[config.mk]
export PLATFORM = sky130hd
export DESIGN_NAME = frame_error_injector
export DESIGN_NICKNAME = d
export VERILOG_FILES = /design/src/rtl/frame_error_injector.sv
export SDC_FILE = /design/constraint.sdc
export NUM_CORES = 1
export LEC_CHECK = 0
export CAP_MARGIN = 20
export CORE_MARGIN = 5
export CORE_UTILIZATION = 53
export CTS_CLUSTER_DIAMETER = 100
export CTS_CLUSTER_SIZE = 8
export DETAILED_ROUTE_END_ITERATION = 12
export PLACE_DENSITY = 0.86
export SLEW_MARGIN = 20
export SYNTH_ARGS = -nofsm -noshare
export SYNTH_HDL_FRONTEND = slang
export SYNTH_SLANG_ARGS = --single-unit
export TNS_END_PERCENT = 1
[constraint.sdc]
create_clock -name i_clk -period 4.4 [get_ports i_clk]
set_clock_uncertainty 0.05 [all_clocks]
set_input_delay 0.88 -clock i_clk [delete_from_list [all_inputs] [get_ports i_clk]]
set_output_delay 0.88 -clock i_clk [all_outputs]
set_load 0.01 [all_outputs]
[src/rtl/frame_error_injector.sv]
// frame_error_injector: registers the frame byte stream and XORs random, periodic
// single-bit or burst error masks into non-protected bytes, counting corruptions.
module frame_error_injector #(
  parameter int          DATA_W    = 8,
  parameter int          ROW_W     = 2,
  parameter int          COL_W     = 11,
  parameter int          FAS_COLS  = 16,
  parameter int          CRC_ROW   = 3,
  parameter int          CRC_COL   = 1040,
  parameter int          CRC_BYTES = 1,
  parameter logic [15:0] LFSR_SEED = 16'hACE1,
  parameter int          CNT_W     = 16
) (
  input  logic              i_clk,
  input  logic              i_rst,
  input  logic [ROW_W-1:0]  i_row_cnt,
  input  logic [COL_W-1:0]  i_col_cnt,
  input  logic [DATA_W-1:0] i_pyld_data,
  input  logic              i_pyld_data_valid,
  input  logic              i_frame_data_fas,
  input  logic [1:0]        i_mode,
  input  logic [7:0]        i_period,
  input  logic [7:0]        i_burst_len,
  input  logic              i_inject,
  input  logic              i_cnt_clr,
  output logic [DATA_W-1:0] o_frame_data,
  output logic              o_frame_data_valid,
  output logic              o_frame_data_fas,
  output logic              o_busy,
  output logic [CNT_W-1:0]  o_err_cnt
);
  typedef enum logic [1:0] {IDLE, ARMED, BURST} state_t;
  state_t state_q, state_d;
  logic [15:0] lfsr_q, lfsr_d;
  logic [DATA_W-1:0] onehot_q, onehot_d, data_q, data_d, mask;
  logic [7:0] per_q, per_d, per_eff, per_last, rem_q, rem_d, rem_cur;
  logic [1:0] mode_q, mode_d;
  logic valid_q, valid_d, fas_q, fas_d, prot, elig, per_hit, burst_hit;
  logic [CNT_W-1:0] cnt_q, cnt_d;
  always_comb begin
    prot = (32'(i_row_cnt) == 0 && 32'(i_col_cnt) < FAS_COLS) ||
           (32'(i_row_cnt) == CRC_ROW && 32'(i_col_cnt) >= CRC_COL && 32'(i_col_cnt) < CRC_COL + CRC_BYTES);
    elig = i_pyld_data_valid && !prot;
    lfsr_d = i_pyld_data_valid ? {lfsr_q[0] ^ lfsr_q[2] ^ lfsr_q[3] ^ lfsr_q[5], lfsr_q[15:1]} : lfsr_q;
    mode_d = i_mode;
    // a mode change (or pass mode) restarts the period count on this very byte
    per_eff = (i_mode != mode_q || i_mode == 2'd0) ? 8'd0 : per_q;
    per_last = (i_period == 8'd0) ? 8'd0 : i_period - 8'd1;
    per_hit = i_mode == 2'd2 && elig && per_eff == per_last;
    per_d = (i_mode == 2'd2 && elig) ? (per_hit ? 8'd0 : per_eff + 8'd1) : per_eff;
    onehot_d = per_hit ? {onehot_q[DATA_W-2:0], onehot_q[DATA_W-1]} : onehot_q;
    rem_cur = (state_q == ARMED) ? ((i_burst_len == 8'd0) ? 8'd1 : i_burst_len) : rem_q;
    burst_hit = i_mode == 2'd3 && state_q != IDLE && elig;
    rem_d = burst_hit ? rem_cur - 8'd1 : rem_q;
    state_d = (i_mode != 2'd3) ? IDLE :
              (state_q == IDLE) ? (i_inject ? ARMED : IDLE) :
              burst_hit ? ((rem_cur == 8'd1) ? IDLE : BURST) : state_q;
    mask = (i_mode == 2'd1 && elig) ? lfsr_q[DATA_W-1:0] :
           per_hit ? onehot_q :
           burst_hit ? {DATA_W{1'b1}} : '0;
    data_d = i_pyld_data ^ mask;
    valid_d = i_pyld_data_valid;
    fas_d = i_frame_data_fas;
    cnt_d = i_cnt_clr ? '0 : (|mask && !(&cnt_q)) ? cnt_q + 1'b1 : cnt_q;
  end
  always_ff @(posedge i_clk) begin
    if (i_rst) begin
      state_q  <= IDLE;
      lfsr_q   <= LFSR_SEED;
      onehot_q <= DATA_W'(1);
      per_q    <= '0;
      rem_q    <= '0;
      mode_q   <= '0;
      data_q   <= '0;
      valid_q  <= 1'b0;
      fas_q    <= 1'b0;
      cnt_q    <= '0;
    end else begin
      state_q  <= state_d;
      lfsr_q   <= lfsr_d;
      onehot_q <= onehot_d;
      per_q    <= per_d;
      rem_q    <= rem_d;
      mode_q   <= mode_d;
      data_q   <= data_d;
      valid_q  <= valid_d;
      fas_q    <= fas_d;
      cnt_q    <= cnt_d;
    end
  end
  assign o_frame_data       = data_q;
  assign o_frame_data_valid = valid_q;
  assign o_frame_data_fas   = fas_q;
  assign o_busy             = state_q != IDLE;
  assign o_err_cnt          = cnt_q;
endmodule

After elaboration in Yosys (flattened, before gate mapping)
Index checks and enable logic that the tools add are counted.

Flip-flop bits (word level): 70. Output and inout port bits: 27. Bits of input ports: 45. Logic and storage cells: 68.

Equal/unequal tests: 9. Mux-type cells: 13. $lt $le $gt $ge: 3. Reductions and logical operators: 25. Bitwise operators: 4. Add/sub/neg operators: 4.

Operators by type and width (count): $mux 8 (9); $add 16x1->16 const B (1); $logic_not 8->1 (2); $reduce_and 16->1 (1); $sub 8x1->8 const B (2); $ge 11x11->1 const B (1); $lt 11x11->1 const B (1); $lt 11x5->1 const B (1); $logic_and 1x1->1 (10); $add 8x1->8 const B (1); $eq 8x1->1 const B (1); $eq 8x8->1 (1); $reduce_or 8->1 (1); $xor 8x8->8 (1); $eq 2x2->1 const B (3); $logic_not 2->1 (3); $mux 2 (3); $eq 2x1->1 const B (2); $reduce_bool 2->1 (2); $reduce_or 2->1 (2); $xor 1x1->1 (3); $logic_not 1->1 (2); $logic_or 1x1->1 (2); $ne 2x2->1 (1); 2 further kinds (2).

Depth between registers and ports, before layout
Depth after elaboration: 12. Mapped depth: 12. Gate-level depth less buffers: 11.

Least setup slack after synthesis
OpenSTA, ideal clock, no wires.

Kind: input port to flip-flop. Start point: input i_period[0]. End point: register cnt_q[11], in the netlist o_err_cnt[11]. Path slack: 649 ps. Buffers on the path: 0. Data arrival time: 3586 ps. Library setup time: 116 ps. Required time: 4234 ps. Cell stages on the path: 10. Cells stage by stage: inv_1 -> ha_1 -> or4b_4 -> or4b_1 -> a221o_1 -> a211oi_4 -> a21oi_2 -> nor4b_4 -> a21oi_1 -> a31o_1.

Word-level cells in the longest chain between the ends: 8. Elaborated cells between the ends (all ways): 9. Classes of those cells: add/sub: 1; eq/ne: 1; mux: 3; reduce/logical: 4.

RTL lines: start: declaration (RTL line 22) `input logic [7:0] i_period,`; $sub 8x1->8 / $logic_not 8->1 (equally long branches) (RTL line 48) `per_last = (i_period == 8'd0) ? 8'd0 : i_period - 8'd1;`; $mux 8 * (RTL line 48); $eq 8x8->1 * (RTL line 49) `per_hit = i_mode == 2'd2 && elig && per_eff == per_last;`; $logic_and 1x1->1 * (RTL line 49); $mux 8 * (RTL line 59) `per_hit ? onehot_q :`; $mux 8 * (RTL line 58) `mask = (i_mode == 2'd1 && elig) ? lfsr_q[DATA_W-1:0] :`; $reduce_or 8->1 * (RTL line 64) `cnt_d = i_cnt_clr ? '0 : (|mask && !(&cnt_q)) ? cnt_q + 1'b1 : cnt_q;`; $logic_and 1x1->1 * (RTL line 64); end signal: assignment (RTL line 88) `cnt_q <= cnt_d;`; end: declaration (RTL line 39) `logic [CNT_W-1:0] cnt_q, cnt_d;`.

Every way passes the cells marked *; elsewhere a longest branch is shown, timed or not. A chain may end at the register's enable or synchronous reset.

Worst setup path after layout
Same ends and word-level chain as after synthesis.

==> flow_metrics.env <==
export IMPL_drive_above_1_share_pct=7.86
export IMPL_synth_xor_area_share_pct=4.71
export IMPL_path_clk_slew_ns=0.07
export IMPL_ant_nets=0
export IMPL_core_area_mm2=0.00721
export IMPL_whs_ns=0.433
export IMPL_top_layer_used="met4"
export IMPL_final_common_cell="clkdlybuf4s50_1"
export IMPL_timing_final_ws_setup_ns=0.246
export IMPL_wire_per_inst_um=15.5
export IMPL_diodes=0
export IMPL_yosys_most_used_dff="dfxtp_1"
export IMPL_grt_pass1_wl_um=16600
export IMPL_crit_fanout=7
export IMPL_power_density_mw_per_mm2=282
export IMPL_clk_path_buf_depth=2
export IMPL_ys_ff_latch=70
export IMPL_dp_hpwl_um=7310
export IMPL_cts_tree="built"
export IMPL_critPathSlowestCell="or4b_1"
export IMPL_synth_edff_count=0
export IMPL_crit_chain="clkdlybuf4s50_1 > inv_1 > ha_1 > or4b_4 > or4b_1 > a221o_1 > a211oi_4 > a21oi_2 > nor4b_4 > a21oi_1 > a31o_1"
export IMPL_synth_net_count=527
export IMPL_area_growth_pct=27.4
export IMPL_initial_core_util_pct=54.1
export IMPL_cts_buffers_inserted=9
export IMPL_max_stage_delay_ns=0.54
export IMPL_die_h_um=95.9
export IMPL_slew_violations=0
export IMPL_synth_compound_area_share_pct=19.8
export IMPL_first_pass_iters=5
export IMPL_routed_wl_um=10200
export IMPL_maxCapViolCount=0
export IMPL_wl_met2_um=4980
export IMPL_post_cts_buffers=0
export IMPL_path_delay_family="simple AND/OR/NAND/NOR gates"
export IMPL_cp_start_kind="primary input"
export IMPL_synth_warning_count=0
export IMPL_slew_headroom_pct=55.7
export IMPL_hold_path_class="reg2reg"
export IMPL_clock_sinks=70
export IMPL_cp_num_buf_inv=2
export IMPL_p_leak_nw=1.82
export IMPL_seq_area_frac_synth_pct=35.9
export IMPL_first_iter_violations=217
export IMPL_grt_pass1_vias=3664
export IMPL_cts_root_buf="clkbuf_8"
export IMPL_die_x_um=95.9
export IMPL_overflow=0
export IMPL_clk_insertion_delay_late_ns=0.34
export IMPL_rsz0062_at_grt="false"
export IMPL_grt_util_all_layers_pct=22.6
export IMPL_critPathKind="in2reg"
export IMPL_ir_drop_mv=0.221
export IMPL_syn_inst=477
export IMPL_syn_cell_area_mm2=0.00391
export IMPL_preCtsSetupSlack_ns=-0.0157
export IMPL_port_buffers=71
export IMPL_vias=3875
export IMPL_outcome="complete, no violations"
export IMPL_num_fill_cells=611
export IMPL_nNetsFinal=605
export IMPL_power_total_mw=1.41
export IMPL_antenna_found_initial=0
export IMPL_routed_wl_met3_um=767
export IMPL_finalHoldViolCount=0
export IMPL_synth_cell_types=66
export IMPL_drc=0
export IMPL_syn_avg_cell_area_um2=8.19
export IMPL_synthAdderAreaFrac_pct=1.60
export IMPL_tightest_slew_ns=0.659
export IMPL_io_pins=72
export IMPL_rows=31
export IMPL_critPathRequiredTime_ns=4.59
export IMPL_cp_arrival_ns=4.34
export IMPL_fin_crit_sh_pct=94.4
export IMPL_die_area_mm2=0.00919
export IMPL_wl_met1_um=4260
export IMPL_period_needed_ns=4.15
export IMPL_place_gp_congestion=0.892
export IMPL_finalSetupViolations=0
export IMPL_synth_async_sr_flop_share_pct=0
export IMPL_fmax_mhz=241
export IMPL_vias_per_cell=5.88
export IMPL_grt_max_degree=27
export IMPL_synth_top_family_by_area="simple AND/OR/NAND/NOR gates"
export IMPL_synth_simple_area_share_pct=27.1
export IMPL_final_cell_mix="71 x clkdlybuf4s50_1, 70 x dfxtp_1, 56 x nor2_1, 43 x nand2_1, 29 x a21oi_1"
export IMPL_endpoint_kind="register"
export IMPL_muxShareOfSynthArea_pct=7.75
export IMPL_cts_max_level=3
-- path summary, 6_finish.rpt --
check / from / to / slack, ns / depth (start not counted)
min: lfsr_q[8] / lfsr_q[7] / 0.43 / 2
min reg2reg: lfsr_q[8] / lfsr_q[7] / 0.43 / 2
max reg2reg: mode_q[1] / o_err_cnt[11] / 1.16 / 10
max: i_period[0] / o_err_cnt[11] / 0.25 / 11
-- cells by family after synthesis --
logic type,after synthesis
simple gates,204
mux,30
compound gates,116
fa+ha+maj,5
flops,70
xor+xnor,21
buf+inv,31
-- cell type report --
class | instances | area [µm²] | area share (%)
clock inverters | 3 | 42.5 | 0.855
clock buffers | 13 | 159 | 3.19
multi-input cells | 376 | 2380 | 47.9
well taps | 99 | 124 | 2.49
inverters | 13 | 48.8 | 0.981
repair buffers | 85 | 816 | 16.4
flip-flops and latches | 70 | 1400 | 28.2
-- worst reg2reg max path, cell delays in order (launching register included) --
cell and delay, ns:
dfxtp_1 0.34, nor4bb_1 0.47, a31o_2 0.37, a21oi_1 0.15
a2111o_1 0.41, nor3_1 0.26, buf_4 0.18, a21oi_2 0.09
nor4b_4 0.48, a21oi_1 0.15, a31o_1 0.20
-- cells in the mapped netlist, types with 7 or more instances --
cell type | instances | area, µm²
a21oi_1 | 29 | 145
a22oi_1 | 8 | 60.1
a31oi_1 | 7 | 43.8
and3_1 | 7 | 43.8
clkbuf_1 | 13 | 48.8
dfxtp_1 | 70 | 1400
inv_1 | 12 | 45.0
mux2i_1 | 28 | 280
nand2_1 | 43 | 161
nand3_1 | 8 | 40.0
nor2_1 | 56 | 210
nor3_1 | 26 | 130
o21ai_0 | 23 | 115
o21bai_1 | 8 | 60.1
or3_1 | 12 | 75.1
xnor2_1 | 17 | 149
-- repair_timing --
action	4_1_cts	5_1_grt
hold buffers	0	0
setup endpoints to repair	0	1
resized for setup	0	1
-- where the power goes --
part	leakage, nW	switching, mW	internal [mW]	total (mW)
logic	1.15	0.103	0.103	0.206
registers	0.571	0.0156	0.654	0.669
clock network	0.0996	0.237	0.293	0.530
-- per-layer routing --
metal,global-route usage (%),vias to the layer above
met2,39.9,147
met1,27.0,1806
li1,-,1896
met5,0,-
met4,7.58,0
met3,4.85,26
-- flip-flops by register name, summed over array words and instances, names as in the netlist, 2 cells and up --
signal        count
onehot_q          8
o_frame_data      8
lfsr_q           16
rem_q             8
state_q           2
mode_q            2
o_err_cnt        16
per_q             8
-- stage by stage --
stage          util (%)  area, µm²  TNS, ns  instances
4_1_cts            68.9       4970        0        659
5_1_grt            69.0       4980        0        659
3_5_place_dp       66.1       4770  -0.0248        643
3_3_place_gp       66.1       4770        0        643
6_report           69.0       4980        0        659
2_1_floorplan         -       3910        0        477
Power figures use the tool's default switching activity.
